$ cat src/rtl/led_pkg.sv
// Shared types and constants for the POV row scheduler.
// Optional statistics outputs on the top are enabled with the ROW_STATS_EN macro.
package led_pkg;

  localparam int IMG_HEIGHT = 1024;
  localparam int ROW_W      = $clog2(IMG_HEIGHT);
  localparam int NUM_COLS   = 16;
  localparam int PIX_W      = 16;
  localparam int COL_W      = $clog2(NUM_COLS);
  localparam int STAT_W     = 16;

  typedef logic [PIX_W-1:0] pix_t;
  typedef logic [ROW_W-1:0] row_t;

  typedef enum logic [2:0] {
    IDLE,
    FETCH,
    DRAIN,
    START,
    BUSY
  } sched_state_t;

  // RGB565 black: every channel off.
  localparam pix_t BLACK = 16'h0000;

  // Debug view of the scheduler internals.
  typedef struct packed {
    sched_state_t state;
    row_t         last_row;
    logic         pend;
    logic         pend_blank;
  } sched_dbg_t;

endpackage

$ cat src/rtl/row_event_detect.sv
// Turns the turn-timer row index and lock level into single-cycle events.
// row_evt: a new row while locked, or the first locked cycle.
// blank_evt: the timer lost lock (falling edge of row_valid).
module row_event_detect
  import led_pkg::*;
(
  input  logic clk,
  input  logic reset,
  input  row_t row,
  input  logic row_valid,
  output logic row_evt,
  output logic blank_evt,
  output row_t last_row
);

  logic valid_q;
  row_t last_row_q;

  assign row_evt   = row_valid && ((row != last_row_q) || !valid_q);
  assign blank_evt = valid_q && !row_valid;
  assign last_row  = last_row_q;

  // Remember the previous lock level and the last row that raised an event.
  always_ff @(posedge clk or posedge reset) begin
    if (reset) begin
      valid_q    <= 1'b0;
      last_row_q <= '1;
    end else begin
      valid_q <= row_valid;
      if (row_evt) last_row_q <= row;
    end
  end

endmodule

$ cat src/rtl/row_scheduler.sv
// Row scheduler: fetches one row of column words from frame memory, loads the
// LED driver column bus, starts the driver and waits for it to finish.
// Build option: define ROW_STATS_EN to add the rows_dropped / rows_shown counters.
//
// Driver handshake: led_cmd_start is a one-cycle request; led_cols is held
// stable from that cycle until led_cmd_done is seen (done is ignored in the
// first cycle after start so a level-style done from the previous row cannot
// complete the new one). Memory: mem_rdata is valid exactly one cycle after mem_rd.
module row_scheduler
  import led_pkg::*;
(
  input  logic                      clk,
  input  logic                      reset,
  input  logic [ROW_W-1:0]          row,
  input  logic                      row_valid,
  output logic                      mem_rd,
  output logic [ROW_W+COL_W-1:0]    mem_addr,
  input  logic [PIX_W-1:0]          mem_rdata,
  output logic                      led_cmd_start,
  input  logic                      led_cmd_done,
  output logic [NUM_COLS*PIX_W-1:0] led_cols,
  output logic                      busy,
`ifdef ROW_STATS_EN
  output logic [STAT_W-1:0]         rows_dropped,
  output logic [STAT_W-1:0]         rows_shown,
`endif
  output sched_dbg_t                dbg
);

  logic row_evt, blank_evt;
  row_t last_row;

  row_event_detect u_evt (
    .clk       (clk),
    .reset     (reset),
    .row       (row),
    .row_valid (row_valid),
    .row_evt   (row_evt),
    .blank_evt (blank_evt),
    .last_row  (last_row)
  );

  sched_state_t     state_q, state_d;
  row_t             row_q, row_d;
  logic [COL_W-1:0] col_q, col_d, cap_idx;
  row_t             pend_row_q, pend_row_d;
  logic             pend_q, pend_d;
  logic             pend_blank_q, pend_blank_d;
  logic             first_q, first_d;
  pix_t             cols_q [NUM_COLS];
  pix_t             cols_d [NUM_COLS];

  // Word written during a FETCH cycle is the one read in the previous cycle.
  assign cap_idx = col_q - COL_W'(1);

  // State and datapath registers.
  always_ff @(posedge clk or posedge reset) begin
    if (reset) begin
      state_q      <= IDLE;
      row_q        <= '0;
      col_q        <= '0;
      pend_row_q   <= '0;
      pend_q       <= 1'b0;
      pend_blank_q <= 1'b0;
      first_q      <= 1'b0;
      cols_q       <= '{default: BLACK};
    end else begin
      state_q      <= state_d;
      row_q        <= row_d;
      col_q        <= col_d;
      pend_row_q   <= pend_row_d;
      pend_q       <= pend_d;
      pend_blank_q <= pend_blank_d;
      first_q      <= first_d;
      cols_q       <= cols_d;
    end
  end

  // Next-state logic: pending bookkeeping first, then the sequencer.
  always_comb begin
    state_d      = state_q;
    row_d        = row_q;
    col_d        = col_q;
    pend_row_d   = pend_row_q;
    pend_d       = pend_q;
    pend_blank_d = pend_blank_q;
    first_d      = 1'b0;
    cols_d       = cols_q;

    // Losing lock cancels any queued row; a newer row replaces an older one.
    if (blank_evt) begin
      pend_blank_d = 1'b1;
      pend_d       = 1'b0;
    end
    if (row_evt && (state_q != IDLE)) begin
      pend_d     = 1'b1;
      pend_row_d = row;
    end

    unique case (state_q)
      IDLE: begin
        if (pend_blank_d) begin
          cols_d       = '{default: BLACK};
          pend_blank_d = 1'b0;
          state_d      = START;
        end else if (row_evt) begin
          row_d   = row;
          col_d   = '0;
          state_d = FETCH;
        end
      end
      FETCH: begin
        if (col_q != '0) cols_d[cap_idx] = mem_rdata;
        col_d = col_q + COL_W'(1);
        if (col_q == COL_W'(NUM_COLS - 1)) state_d = DRAIN;
      end
      DRAIN: begin
        cols_d[NUM_COLS-1] = mem_rdata;
        state_d            = START;
      end
      START: begin
        first_d = 1'b1;
        state_d = BUSY;
      end
      BUSY: begin
        if (!first_q && led_cmd_done) begin
          if (pend_blank_d) begin
            cols_d       = '{default: BLACK};
            pend_blank_d = 1'b0;
            state_d      = START;
          end else if (pend_d) begin
            row_d   = pend_row_d;
            pend_d  = 1'b0;
            col_d   = '0;
            state_d = FETCH;
          end else begin
            state_d = IDLE;
          end
        end
      end
      default: state_d = IDLE;
    endcase
  end

  assign mem_rd        = (state_q == FETCH);
  assign mem_addr      = mem_rd ? {row_q, col_q} : '0;
  assign led_cmd_start = (state_q == START);
  assign busy          = (state_q != IDLE);

  for (genvar g = 0; g < NUM_COLS; g++) begin : g_pack
    assign led_cols[g*PIX_W +: PIX_W] = cols_q[g];
  end

  assign dbg.state      = state_q;
  assign dbg.last_row   = last_row;
  assign dbg.pend       = pend_q;
  assign dbg.pend_blank = pend_blank_q;

`ifdef ROW_STATS_EN
  logic              drop;
  logic [STAT_W-1:0] dropped_q, shown_q;

  assign drop = row_evt && (state_q != IDLE) && pend_q;

  // Saturating drop counter and wrapping start counter.
  always_ff @(posedge clk or posedge reset) begin
    if (reset) begin
      dropped_q <= '0;
      shown_q   <= '0;
    end else begin
      if (state_q == START) shown_q <= shown_q + STAT_W'(1);
      if (drop && (dropped_q != '1)) dropped_q <= dropped_q + STAT_W'(1);
    end
  end

  assign rows_dropped = dropped_q;
  assign rows_shown   = shown_q;
`endif

endmodule

$ cat config.mk
export PLATFORM = sky130hd
export DESIGN_NAME = row_scheduler
export DESIGN_NICKNAME = d
export VERILOG_FILES = /design/src/rtl/led_pkg.sv /design/src/rtl/row_event_detect.sv /design/src/rtl/row_scheduler.sv
export SDC_FILE = /design/constraint.sdc
export NUM_CORES = 1
export LEC_CHECK = 0
export ABC_AREA = 1
export ABC_CLOCK_PERIOD_IN_PS = 12300
export CAP_MARGIN = 20
export CORE_UTILIZATION = 51
export CTS_BUF_LIST = sky130_fd_sc_hd__clkbuf_8
export DETAILED_ROUTE_END_ITERATION = 16
export PLACE_DENSITY = 0.83
export SLEW_MARGIN = 20
export SYNTH_ARGS = -nofsm -noshare
export SYNTH_HDL_FRONTEND = slang
export SYNTH_SLANG_ARGS = --single-unit
$ cat constraint.sdc
create_clock -name clk -period 12.3 [get_ports clk]
set_input_delay 1.23 -clock clk [delete_from_list [all_inputs] [get_ports clk]]
set_output_delay 1.23 -clock clk [all_outputs]
set_load 0.005 [all_outputs]
==> results.cfg <==
[timing]
slew_headroom = 0.317
worst_clock_skew_ps = 28.6
finalWorstSetupSlack_ps = 8050
setup_viol_count_final = 0
rsz0062_at_grt = false
finalSetupTns_ps = 0
final-hold-violation-count = 0
final_max_slew_viol_count = 0
fin_crit_sh = 0.346
tightestPinTransition_ps = 1020
fin_crit_ps = 4250
fmax_ghz = 0.235

[cts]
cts_tree = done
clockBufferDepth = 3
cts_resized = 0
htreeDepth = 2
cts_root_buf = clkbuf_8
cts.clk_slew.worst_paths_ps = 60
cts_sinks = 297
cts_buffers = 46
cts_hold_buf = 0
clk_latency_ps = 580
cts_setup_buffers = 0

[synth]
yosys-top-cells-count = dfrtp_1, inv_1, o22ai_1
synth_ff_type = dfrtp_1
syn_nets = 1302
synth_enable_flop_cells = 0
syn-cell-area_um2 = 12500
synth.avg_cell_area_um2 = 9.84
netlist_instances = 1266
yosysMostFrequentCell = dfrtp_1
ys_seq_area_frac = 0.598
synth_cell_types = 39
yosysTopAreaCell = dfrtp_1
synth_area_leaders = dfrtp_1, o22ai_1, inv_1
yosysWarnings = 0
ys_ff_latch = 297
synthArstFlopShare = 1.00
synth_top_cell_area_share = 0.576

[power_and_ir_drop]
seqPwrFrac = 0.343
pwr-share-clk = 0.193
cellLeakagePower_nw = 7.26
power_frac_comb = 0.464
switchingPower_w = 0.00174
ir_drop_mv = 0.162
intPower_w = 0.00243
p_per_area_nw_per_um2 = 251
p_sw_frac = 0.417
power_w = 0.00417

[place]
numPortBuffers = 317
dp_hpwl_um = 26000
globalplace.congestion = 0.871
placed_area_um2 = 15700
pre_cts_ws_ps = 8180

[drt]
routed-via-count = 10500
wl_per_cell_um = 19.8
wl_um = 37900
drc = 0
drtIter0Drc = 876
firstDrtPassIters = 5
vias_per_cell = 5.48
route.antenna.remaining_nets = 0

[floorplanning]
die-area_um2 = 25100
rows = 56
coreArea_um2 = 23700
start_util = 0.526
fp.dieW_um = 158
fp.dieH_um = 158
ios = 318

[grt]
grt_overflow = 0
grt_pass1_vias = 10200
grt_use_total = 0.300
antenna_found_initial = 0
grt_max_degree = 137
grt_pass1_wl_um = 57100

[worst_setup_path]
critical_path_class = reg -> out
end_kind = output pin
cp.required_ps = 11070
cp.arrival_ps = 3020
worst_setup_path_start_kind = flip-flop
path_max_fanout = 48

[final_layout]
multiInputGateArea_um2 = 3520
layout-drive-gt1-share = 0.0895
syn2layout_area_growth_pct = 33.0
num-fill-cells = 1739
design_area_um2 = 16600
layout.nets = 1596
antennaDiodeCount = 0
ff_latch_area_um2 = 7440

[status]
status = finished clean

[run]
maxCapViolations = 0

[min_path]
hp-class = reg -> reg
per-layer routing:
layer	routed length (um)	up-vias	part of all wire	track usage
li1	-	4713	-	-
met1	14600	5139	0.38	0.382
met2	18100	563	0.48	0.481
met3	3670	94	0.097	0.0819
met4	1510	0	0.040	0.134
met5	0	-	0	0
flip-flops by register name (all words and copies together), names as in the netlist:
register and count:
u_evt.valid_q 1, pend_blank_q 1, row_q 10, pend_row_q 10, col_q 4, first_q 1, led_cols 256, state_q 3
u_evt.last_row 10, pend_q 1
critical path, cell delays in order (launching register included):
cell and delay, ps:
dfrtp_1 480, nor3_4 200, buf_4 550, inv_2 380, nor2_1 290, clkdlybuf4s50_1 550
per-stage QoR:
step,util,std cells,hold slack (ps)
final,0.700,1917,492
after global routing,0.700,1917,512
after CTS,0.699,1917,493
after detailed placement,0.661,1831,475
after global placement,0.661,1831,469
after floorplan,-,1266,449
cell type report:
class	instances	share of cell area
multi-input combinational	604	0.212
timing repair buffer	320	0.193
clock buffer	55	0.0457
tap	319	0.0241
sequential	297	0.449
inverter	291	0.0667
clock inverter	31	0.00899
path summary, 6_finish.rpt:
check	start	endpoint	slack, ps	cells after the start
max reg2reg	state_q[2]	led_cols[191]	8840	9
min in group asynchronous	reset	led_cols[38]	1230	2
min reg2reg	row_q[5]	row_q[5]	490	2
max	state_q[2]	mem_addr[2]	8050	5
min	row_q[5]	row_q[5]	490	2
max in group asynchronous	reset	led_cols[221]	9430	3
power by group through the flow:
stage,logic (W),clock network (W),registers [W]
after floorplan,0.00112,0,0.00142
after global placement,0.00187,0,0.00143
after detailed placement,0.00191,0,0.00143
after CTS,0.00192,0.000812,0.00142
after global routing,0.00208,0.000857,0.00145
final,0.00193,0.000805,0.00143
cells in the final DEF (no fill, tap or decap), types with 2 or more instances in the layout:
master,netlist,final
clkdlybuf4s50_1,0,317
nand3_1,90,90
inv_4,2,2
nand2_1,144,144
inv_1,285,306
buf_4,15,2
nor2_8,2,2
ha_1,6,6
o22ai_1,188,188
nand2_8,2,2
a21oi_4,8,8
dfstp_2,10,10
a21oi_1,4,4
clkbuf_8,0,55
nor2_2,7,7
o21ai_1,16,16
inv_2,4,4
o22ai_2,20,20
nand4_1,11,11
nor2_1,25,25
nor3_1,2,2
o21ai_4,2,2
clkinv_2,0,5
inv_6,0,2
and2_1,10,10
nand2_2,7,7
or2_2,2,2
o21ai_0,46,46
dfrtp_1,287,287
o21ai_2,4,4
kinds of logic (layout without fill, tap and decap cells):
group / count (synthesis) / after routing / share of synthesized area
buffers and inverters: 365 / 697 / 0.120
and+or+nand+nor: 307 / 307 / 0.117
DFF: 297 / 297 / 0.598
AOI/OAI and AO/OA: 291 / 291 / 0.159
adders and majority gates: 6 / 6 / 0.00603
Note: power is estimated with default switching activity, not from simulation.
==> RTL change (same settings) <==
Add an input register stage for `row`, `row_valid`, `mem_rdata` and `led_cmd_done`, cleared by the reset; this delays them by one clock. Comments in the files are not updated.
--- a/src/rtl/row_scheduler.sv
+++ b/src/rtl/row_scheduler.sv
@@ -29,2 +29,21 @@
 
+  logic [ROW_W-1:0] row_r;
+  logic row_valid_q;
+  logic [PIX_W-1:0] mem_rdata_q;
+  logic led_cmd_done_q;
+
+  always_ff @(posedge clk or posedge reset) begin
+    if (reset) begin
+      row_r          <= '0;
+      row_valid_q    <= '0;
+      mem_rdata_q    <= '0;
+      led_cmd_done_q <= '0;
+    end else begin
+      row_r          <= row;
+      row_valid_q    <= row_valid;
+      mem_rdata_q    <= mem_rdata;
+      led_cmd_done_q <= led_cmd_done;
+    end
+  end
+
   logic row_evt, blank_evt;
@@ -35,4 +54,4 @@
     .reset     (reset),
-    .row       (row),
-    .row_valid (row_valid),
+    .row       (row_r),
+    .row_valid (row_valid_q),
     .row_evt   (row_evt),
@@ -96,3 +115,3 @@
       pend_d     = 1'b1;
-      pend_row_d = row;
+      pend_row_d = row_r;
     end
@@ -106,3 +125,3 @@
         end else if (row_evt) begin
-          row_d   = row;
+          row_d   = row_r;
           col_d   = '0;
@@ -112,3 +131,3 @@
       FETCH: begin
-        if (col_q != '0) cols_d[cap_idx] = mem_rdata;
+        if (col_q != '0) cols_d[cap_idx] = mem_rdata_q;
         col_d = col_q + COL_W'(1);
@@ -117,3 +136,3 @@
       DRAIN: begin
-        cols_d[NUM_COLS-1] = mem_rdata;
+        cols_d[NUM_COLS-1] = mem_rdata_q;
         state_d            = START;
@@ -125,3 +144,3 @@
       BUSY: begin
-        if (!first_q && led_cmd_done) begin
+        if (!first_q && led_cmd_done_q) begin
           if (pend_blank_d) begin
Formal check against the unedited RTL: not equivalent (a bounded check fails within 4 cycles, from zero or initial values and one cycle with reset high).
==> RTL change against the original RTL <==
  * Worst setup slack gained 110 ps
  * Area after synthesis grew 3.3%
  * Global-route usage is essentially flat
  * First-iteration DRC count shrank 0.91%
  * Sequential cell count grew 28
  * Total power grew 1.0%
  * Design area grew 3.1%
  * Routed wire length grew 1.3%
  * Largest cell class unchanged
==> RTL change: results <==
metrics = {
    "synth": {
        "yosys.area_share.adder_pct": 0.584,
        "synth_compound_area_share_pct": 14.4,
        "synth_xor_area_share_pct": 0.0681,
        "postSynthCellCount": 1289,
        "netlist_top_cells_area": "dfrtp_1, o22ai_1, inv_1",
        "yosysSeqAreaShare_pct": 63.3,
        "synth.distinct_cells": 30,
        "synth_common_cells": "dfrtp_1, inv_1, o22ai_1, nand2_1, nand3_1",
        "yosys_warnings": 0,
    },
    "finish": {
        "clock_buffers": 58,
        "multi_input_comb_cells": 601,
        "clk_share_pct": 5.54,
        "multi_input_area_share_pct": 19.2,
        "layout.nets": 1623,
        "fillCellCount": 1828,
        "drive_gt1_share_pct": 6.97,
        "design.seq.count": 325,
        "buffers": 321,
        "inverters": 289,
        "seq_share_pct": 47.7,
        "diodes": 0,
    },
    "place": {
        "post-place-cells": 1860,
        "dp_hpwl_um": 26000,
        "gp_congestion": 0.882,
        "postPlaceCellArea_um2": 16100,
        "dp_slack_ps": 8100,
    },
    "global_route": {
        "gr-usage-all-layers_pct": 30.0,
        "grt_max_degree": 87,
        "grtUsageMet3_pct": 8.47,
        "met2_usage_pct": 48.0,
        "grt_pass1_wl_um": 60000,
        "grt_use_met1_pct": 39.1,
    },
    "timing": {
        "worstMarginPinSlew_ps": 1060,
        "fin_skew_ps": 14.3,
    },
    "routing": {
        "vias": 10600,
        "routed_via_density": 5.47,
        "dr.first_iter.drc_count": 868,
        "totalWireLength_um": 38400,
    },
    "clock_tree": {
        "insertion_delay_ps": 570,
        "numCtsBuffers": 49,
    },
    "pwr": {
        "ir_worst_vdd_mv": 0.159,
        "leakage_nw": 7.52,
    },
    "status": {
        "outcome": "finished clean",
    },
    "worst_setup_path": {
        "path_max_fanout": 53,
    },
    "floorplanning": {
        "die_x_um": 161,
    },
}
RTL change: worst max-delay path: stages, from the launching register on:
cell	delay, ps
dfrtp_1	480
nor3_4	210
buf_4	630
inv_2	340
nor2_1	180
clkdlybuf4s50_1	510
RTL change: per-stage QoR:
| stage | utilization [%] | hold slack, ps | total power [W] |
|---|---|---|---|
| CTS | 69.6 | 486 | 0.00421 |
| global route | 69.7 | 511 | 0.00444 |
| floorplan | - | 427 | 0.00250 |
| detailed placement | 65.7 | 470 | 0.00334 |
| finish | 69.7 | 483 | 0.00421 |
| global placement | 65.7 | 466 | 0.00329 |
RTL change: kinds of logic (layout without fill, tap and decap cells):
group | Yosys count | after routing
AOI/OAI and AO/OA | 290 | 290
xor gates and xnor gates | 1 | 1
adders and majority gates | 6 | 6
buffers and inverters | 363 | 696
DFF | 325 | 325
and+or+nand+nor | 304 | 304
RTL change: layer usage:
layer	part of all wire (%)	wire, um
met5	0	0
met1	40	15400
met2	47	18100
met3	9.5	3630
met4	3.3	1260
RTL change: power breakdown:
part | internal, W | total (W) | switching [W]
clock network | 0.000448 | 0.000859 | 0.000411
logic | 0.000725 | 0.00182 | 0.00110
registers | 0.00134 | 0.00153 | 0.000183
total | 0.00252 | 0.00421 | 0.00169
RTL change: worst paths after layout:
| kind | startpoint | endpoint | slack (ps) | cells after the start |
|---|---|---|---|---|
| worst min register to register | row_q[6] | row_q[6] | 480 | 2 |
| max in group asynchronous | reset | led_cols[50] | 9140 | 4 |
| worst max register to register | state_q[2] | led_cols[179] | 8390 | 9 |
| worst max-delay path | state_q[2] | mem_addr[3] | 8150 | 5 |
| worst min-delay path | row_q[6] | row_q[6] | 480 | 2 |
| min in group asynchronous | reset | led_cols[141] | 1140 | 2 |
